`src/rtl/weight_bank_loader.sv`:
```
// Loads NUM_WEIGHTS bytes from a valid/ready stream into the weight bank, one setup/strobe/hold write per byte.
// Latency: 2 cycles from handshake to write strobe, at least 4 cycles per weight. Backpressure: in_ready only in ACCEPT.
module weight_bank_loader #(
    parameter int DATA_WIDTH  = 8,
    parameter int NUM_WEIGHTS = 4,
    parameter int ADDR_WIDTH  = 2
) (
    input  logic                  clk,
    input  logic                  reset,
    input  logic                  start,
    input  logic [DATA_WIDTH-1:0] in_data,
    input  logic                  in_valid,
    output logic                  in_ready,
    output logic [DATA_WIDTH-1:0] dataOut,
    output logic [ADDR_WIDTH-1:0] address,
    output logic                  write,
    output logic                  busy,
    output logic                  done
);

    localparam logic [ADDR_WIDTH-1:0] LAST_ADDR = ADDR_WIDTH'(NUM_WEIGHTS - 1);

    typedef enum logic [2:0] {
        S_IDLE,
        S_ACCEPT,
        S_SETUP,
        S_STROBE,
        S_HOLD,
        S_DONE
    } state_t;

    state_t                r_state;
    logic                  r_in_ready;
    logic [DATA_WIDTH-1:0] r_data;
    logic [ADDR_WIDTH-1:0] r_address;
    logic                  r_write;
    logic                  r_busy;
    logic                  r_done;

    logic w_accept;
    assign w_accept = in_valid & r_in_ready;

    always_ff @(posedge clk or posedge reset) begin
        if (reset) begin
            r_state    <= S_IDLE;
            r_in_ready <= 1'b0;
            r_data     <= '0;
            r_address  <= '0;
            r_write    <= 1'b0;
            r_busy     <= 1'b0;
            r_done     <= 1'b0;
        end else begin
            case (r_state)
                S_IDLE: begin
                    if (start) begin
                        r_state    <= S_ACCEPT;
                        r_address  <= '0;
                        r_busy     <= 1'b1;
                        r_in_ready <= 1'b1;
                    end
                end
                S_ACCEPT: begin
                    if (w_accept) begin
                        r_data     <= in_data;
                        r_in_ready <= 1'b0;
                        r_state    <= S_SETUP;
                    end
                end
                S_SETUP: begin
                    r_write <= 1'b1;
                    r_state <= S_STROBE;
                end
                S_STROBE: begin
                    r_write <= 1'b0;
                    r_state <= S_HOLD;
                end
                S_HOLD: begin
                    // Terminal check precedes the increment, so the address never wraps mid-load.
                    if (r_address == LAST_ADDR) begin
                        r_done  <= 1'b1;
                        r_state <= S_DONE;
                    end else begin
                        r_address  <= r_address + 1'b1;
                        r_in_ready <= 1'b1;
                        r_state    <= S_ACCEPT;
                    end
                end
                S_DONE: begin
                    r_done    <= 1'b0;
                    r_busy    <= 1'b0;
                    r_address <= '0;
                    r_state   <= S_IDLE;
                end
                default: begin
                    r_state <= S_IDLE;
                end
            endcase
        end
    end

    assign in_ready = r_in_ready;
    assign dataOut  = r_data;
    assign address  = r_address;
    assign write    = r_write;
    assign busy     = r_busy;
    assign done     = r_done;

endmodule

```
`config.mk`:
```
export PLATFORM = sky130hd
export DESIGN_NAME = weight_bank_loader
export DESIGN_NICKNAME = d
export VERILOG_FILES = /design/src/rtl/weight_bank_loader.sv
export SDC_FILE = /design/constraint.sdc
export NUM_CORES = 1
export LEC_CHECK = 0
export ABC_AREA = 1
export ABC_CLOCK_PERIOD_IN_PS = 1100
export CAP_MARGIN = 20
export CELL_PAD_IN_SITES_DETAIL_PLACEMENT = 2
export CELL_PAD_IN_SITES_GLOBAL_PLACEMENT = 2
export CORE_ASPECT_RATIO = 0.8
export CORE_UTILIZATION = 24
export DETAILED_ROUTE_END_ITERATION = 8
export MAX_ROUTING_LAYER = met4
export PLACE_DENSITY_LB_ADDON = 0.1
export SYNTH_ARGS = -nofsm -noshare
export SYNTH_HDL_FRONTEND = slang
export SYNTH_SLANG_ARGS = --single-unit
```
`constraint.sdc`:
```
create_clock -name clk -period 1.1 [get_ports clk]
set_input_delay 0.33 -clock clk [delete_from_list [all_inputs] [get_ports clk]]
set_output_delay 0.33 -clock clk [all_outputs]
set_load 0.02 [all_outputs]
```
# Word-level counts from Yosys, hierarchy flattened
# Cells that the tools add are included.
dict set report op_classes {
  bitwise 1
  mux 15
  n_reduce_logical 12
  n_eq_ne 10
  add_sub_neg 1
}
# operator count
set op_table {}
lappend op_table {{3-bit case mux with 5 select lines} 1}
lappend op_table {{3-bit two-way mux} 3}
lappend op_table {{2-bit != test (second input constant)} 4}
lappend op_table {{2-bit AND reduction} 4}
lappend op_table {{3-bit by 2-bit == test with 1-bit output (second input constant)} 2}
lappend op_table {{3-bit == test (second input constant)} 2}
lappend op_table {{1-bit case mux with 2 select lines} 3}
lappend op_table {{2-bit case mux with 3 select lines} 1}
lappend op_table {{2-bit nonzero test} 3}
lappend op_table {{3-bit nonzero test} 2}
lappend op_table {{1-bit two-way mux} 4}
lappend op_table {{2-bit two-way mux} 2}
lappend op_table {{4-bit AND reduction} 1}
lappend op_table {{3-bit by 1-bit == test with 1-bit output (second input constant)} 1}
lappend op_table {{3-bit logical NOT} 1}
lappend op_table {{1-bit case mux with 3 select lines} 1}
lappend op_table {{3-bit AND reduction} 1}
lappend op_table {{2-bit by 1-bit adder with 2-bit output (second input constant)} 1}
lappend op_table {{2-bit == test (second input constant)} 1}
lappend op_table {{1-bit bitwise AND} 1}
dict set report word_totals {
  out_inout_bits 14
  register_bits 17
  in_bits 12
  wordCells 46
}

# Longest topological paths before layout
dict set report depth {
  word_depth 3
  mapped_depth 7
  mapped_depth_nobuf 7
}

# Worst setup path after synthesis
# No wires, ideal clock.
dict set report synth_timing {
  path_kind {register to register}
  start {register r_address[0], in the netlist address[0]}
  end {register r_in_ready, in the netlist in_ready}
  path_buffers 0
  synth_period_minus_slack_ns 1.172
  t_arrival_ns 1.055
  path_slack_ns -0.072
  path_stages_with_launch 8
  setup_time_ns 0.117
  required_time_ns 0.983
  cell_sequence {dfrtp_1 -> ha_1 -> nand3_1 -> nand2_1 -> inv_1 -> nand2_1 -> nand2_1 -> nand2_1}
}
dict set report synth_via {
  elab_chain_len 3
}
# element line
set synth_rtl {}
lappend synth_rtl {{from (decl)} 35} ;# logic [ADDR_WIDTH-1:0] r_address;
lappend synth_rtl {{from (signal assigned)} 83} ;# r_address <= r_address + 1'b1;
lappend synth_rtl {{2-bit == test} 79} ;# if (r_address == LAST_ADDR) begin
lappend synth_rtl {{2-bit != test (no line)} --}
lappend synth_rtl {{4-bit AND reduction (no line)} --}
lappend synth_rtl {{to (signal assigned)} 59} ;# r_in_ready <= 1'b1;
lappend synth_rtl {{to (signal assigned)} 65} ;# r_in_ready <= 1'b0;
lappend synth_rtl {{to (signal assigned)} 84} ;# r_in_ready <= 1'b1;
lappend synth_rtl {{to (decl)} 33} ;# logic r_in_ready;
# No other way between the ends.
# A chain may end at the register's enable or synchronous reset.

# Worst setup path in the final report
dict set report layout_timing {
  start {register r_state[0]}
  end {register r_data[0], in the netlist dataOut[0]}
}
dict set report layout_via {
  elab_chain_len 2
}
# element line
set layout_rtl {}
lappend layout_rtl {{from (decl)} 32} ;# state_t r_state;
lappend layout_rtl {{from (signal assigned)} 45} ;# r_state <= S_IDLE;
lappend layout_rtl {{from (signal assigned)} 56} ;# r_state <= S_ACCEPT;
lappend layout_rtl {{from (signal assigned)} 66} ;# r_state <= S_SETUP;
lappend layout_rtl {{3-bit by 1-bit == test with 1-bit output} 53} ;# case (r_state)
lappend layout_rtl {{2-bit AND reduction (no line)} --}
lappend layout_rtl {{to (signal assigned)} 64} ;# r_data <= in_data;
lappend layout_rtl {{to (decl)} 34} ;# logic [DATA_WIDTH-1:0] r_data;
# No other way between the ends.

==> flow_metrics.env <==
export IMPL_run_status="complete, but fails checks"
export IMPL_violated_checks="negative setup slack"
export IMPL_post_route_cells_drive_above_1_share=0.613
export IMPL_antenna_violations_before_repair=0
export IMPL_tritoncts="built"
export IMPL_final_min_period_over_clock_period=1.18
export IMPL_design_core_area_um2=2870
export IMPL_endpoint_kind="flop"
export IMPL_layout_cells_most_common="nand2_1"
export IMPL_regToRegSetupSlack_ns=-0.20
export IMPL_netlist_cell_type_count=14
export IMPL_drt_pre_antenna_iters=4
export IMPL_synthTopCellsByArea="dfrtp_1 (56%), nand2_1 (19%), inv_1 (4.5%)"
export IMPL_die_area_um2=3370
export IMPL_p_leak_nw=0.768
export IMPL_min_delay_path_class="in -> async"
export IMPL_via_per_instance_ratio=4.78
export IMPL_rr_worst_depth=7
export IMPL_antenna_cells_inserted=0
export IMPL_rsz0062_at_grt="yes"
export IMPL_clk_pin_slew_ns=0.07
export IMPL_worst_reg2reg_endpoint="dataOut[0]$_DFFE_PP0P_"
export IMPL_sequential_element_share_of_the_synthesized_area=0.564
export IMPL_dp_cells=167
export IMPL_clock_sinks=17
export IMPL_stdcell_count=188
export IMPL_portBuffers=25
export IMPL_post_synthesis_cell_type_with_the_largest_combined_area="dfrtp_1"
export IMPL_first_global_vias=894
export IMPL_wp_data_arrival_ns=1.46
export IMPL_critPathTopFamily="flip-flops"
export IMPL_worst_setup_path_endpoint="dataOut[0]$_DFFE_PP0P_"
export IMPL_critical_path_slowest_cell="dfrtp_2"
export IMPL_cts_root_buf="clkbuf_8"
export IMPL_maxSlewViolCount=0
export IMPL_syn_to_final_growth_pct=111
export IMPL_finish_instance_area_um2=1600
export IMPL_most_common_layout_cells="nand2_1 (23), buf_4 (21), buf_6 (19)"
export IMPL_placed_wire_length_estimate_mm=1.75
export IMPL_crit_type="reg -> reg"
export IMPL_setup_violations=29
export IMPL_postSynthAreaPerCell_um2=8.29
export IMPL_yosys_warnings=0
export IMPL_netlist_instances=91
export IMPL_placed_cell_area_um2=1170
export IMPL_crit_start="r_state[0]$_DFFE_PP0P_"
export IMPL_critical_path_required_ns=1.26
export IMPL_total_power_mw=4.77
export IMPL_critPathMaxFanout=5
export IMPL_initial_utilization=0.263
export IMPL_final_hold_violation_count=0
export IMPL_max_cap_violations=0
export IMPL_nets=164
export IMPL_grt_pass1_wl_mm=4.59
export IMPL_worst_case_headroom_to_the_max_slew_limit=0.865
export IMPL_grt_start_max_net_pins=18
export IMPL_fin_skew_ns=0.00158
export IMPL_cts_hold_repair_buffers=0
export IMPL_buf_inv_stages_crit_path=3
export IMPL_boundaryPins=26
export IMPL_whs_ns=0.385
export IMPL_cellPowerDensity_nw_per_um2=2990
export IMPL_final_setup_worst_slack_ns=-0.200
export IMPL_die_h_um=52.2
export IMPL_worst_setup_path_start_kind="flop"
export IMPL_synth_ff_latch_count=17
export IMPL_clock_fmax_mhz=769
export IMPL_tritoncts_num_buffers=3
export IMPL_gp_routability_congestion=0.720
export IMPL_layout_min_cycle_time_ns=1.30
export IMPL_cp_depth=7
export IMPL_overall_via_count_from_detail_route=899
export IMPL_synth_area_um2=754
export IMPL_wl_per_cell_um=20.4
export IMPL_postSynthNetCount=104
export IMPL_grt_util_all_layers=0.202
export IMPL_post_route_drc_count=0
export IMPL_clock_latency_ns=0.26
export IMPL_r2r_start="r_state[0]$_DFFE_PP0P_"
export IMPL_critical_path_cell_sequence="inv_2 -> nor2_4 -> nand3_4 -> buf_12 -> buf_6 -> nand2_2 -> nand2_1"
export IMPL_max_stage_delay_ns=0.49
export IMPL_die_w_um=64.7
export IMPL_synth_largest_type_area_fraction=0.564
export IMPL_drt_total_wl_mm=3.83
export IMPL_ir_worst_vdd_uv=1260
export IMPL_drtIter0Drc=12
export IMPL_ant_nets=0
export IMPL_tightest_slew_ns=0.200
export IMPL_floorplan_rows=17
export IMPL_final_core_utilization=0.556
export IMPL_clock_path_buffers=2
export IMPL_clock_tree_htree_level_count=1
export IMPL_grt_overflow=0
[state kept, by name, indices dropped and copies added, names as in the netlist]
signal	count
address	2
dataOut	8
done	1
r_state	3
write	1
busy	1
in_ready	1
[through the flow]
step           setup TNS [ns]  setup WS (ns)
2_1_floorplan               0         0.0128
4_1_cts                -0.897        -0.0766
3_5_place_dp            -6.69         -0.412
3_3_place_gp            -6.03         -0.335
5_1_grt                 -3.29         -0.236
6_report                -2.36         -0.200
[where the power goes]
part / leakage (nW) / internal, mW / switching (mW)
clock: 0.0255 / 0.253 / 0.246
combinational: 0.535 / 1.45 / 1.59
sequential: 0.208 / 0.889 / 0.332
total: 0.768 / 2.60 / 2.17
[cell families (layout without fill, tap and decap cells)]
family | after synthesis | after routing | synth area share
simple gates | 50 | 51 | 0.284
flops | 17 | 17 | 0.564
buf+inv | 12 | 70 | 0.0597
compound gates | 11 | 11 | 0.0763
fa+ha+maj | 1 | 1 | 0.0166
[area by class of cell]
class | instances | area, um2
inverter | 12 | 62.6
clock buffer | 3 | 41.3
timing repair buffer | 54 | 541
multi-input combinational | 63 | 467
tap | 38 | 47.5
fill | 290 | 1280
clock inverter | 1 | 5.00
sequential | 17 | 432
[worst reg2reg max path: cells and delay by family (launching register included)]
kind,cells,cell delay [ns]
buf+inv,3,0.35
flops,1,0.49
simple gates,4,0.35
[synth_stat cells, drive strengths merged]
library cell and n:
o31ai 1, a21oi 2, ha 1, o21ai 8, dfrtp 17, nor2 6
inv 12, nand3 5, nand2 39
[metal layers]
| metal | wire (um) | GRT usage |
|---|---|---|
| met5 | 0 | - |
| met3 | 111 | 0.0461 |
| met4 | 117 | 0.0667 |
| met2 | 2060 | 0.353 |
| met1 | 1540 | 0.230 |
[worst min-delay path by stage]
| stage | cells after the start | to | slack [ns] |
|---|---|---|---|
| final | 3 | dataOut[5]$_DFFE_PP0P_ | 0.39 |
| after global routing | 3 | dataOut[3]$_DFFE_PP0P_ | 0.41 |
| after CTS | 3 | write$_DFFE_PP0P_ | 0.40 |
| after detailed placement | 2 | dataOut[2]$_DFFE_PP0P_ | 0.47 |
| after global placement | 2 | dataOut[6]$_DFFE_PP0P_ | 0.47 |
| after floorplan | 1 | busy$_DFFE_PP0P_ | 0.26 |
[timing repair]
action                                  in CTS  in global routing
endpoints found under the setup margin      31                 31
pin swaps                                   11                 10
gates resized for setup                    114                 34
setup buffers                                8                  8
gates cloned                                 1                  0
Power figures use the tool's default switching activity.
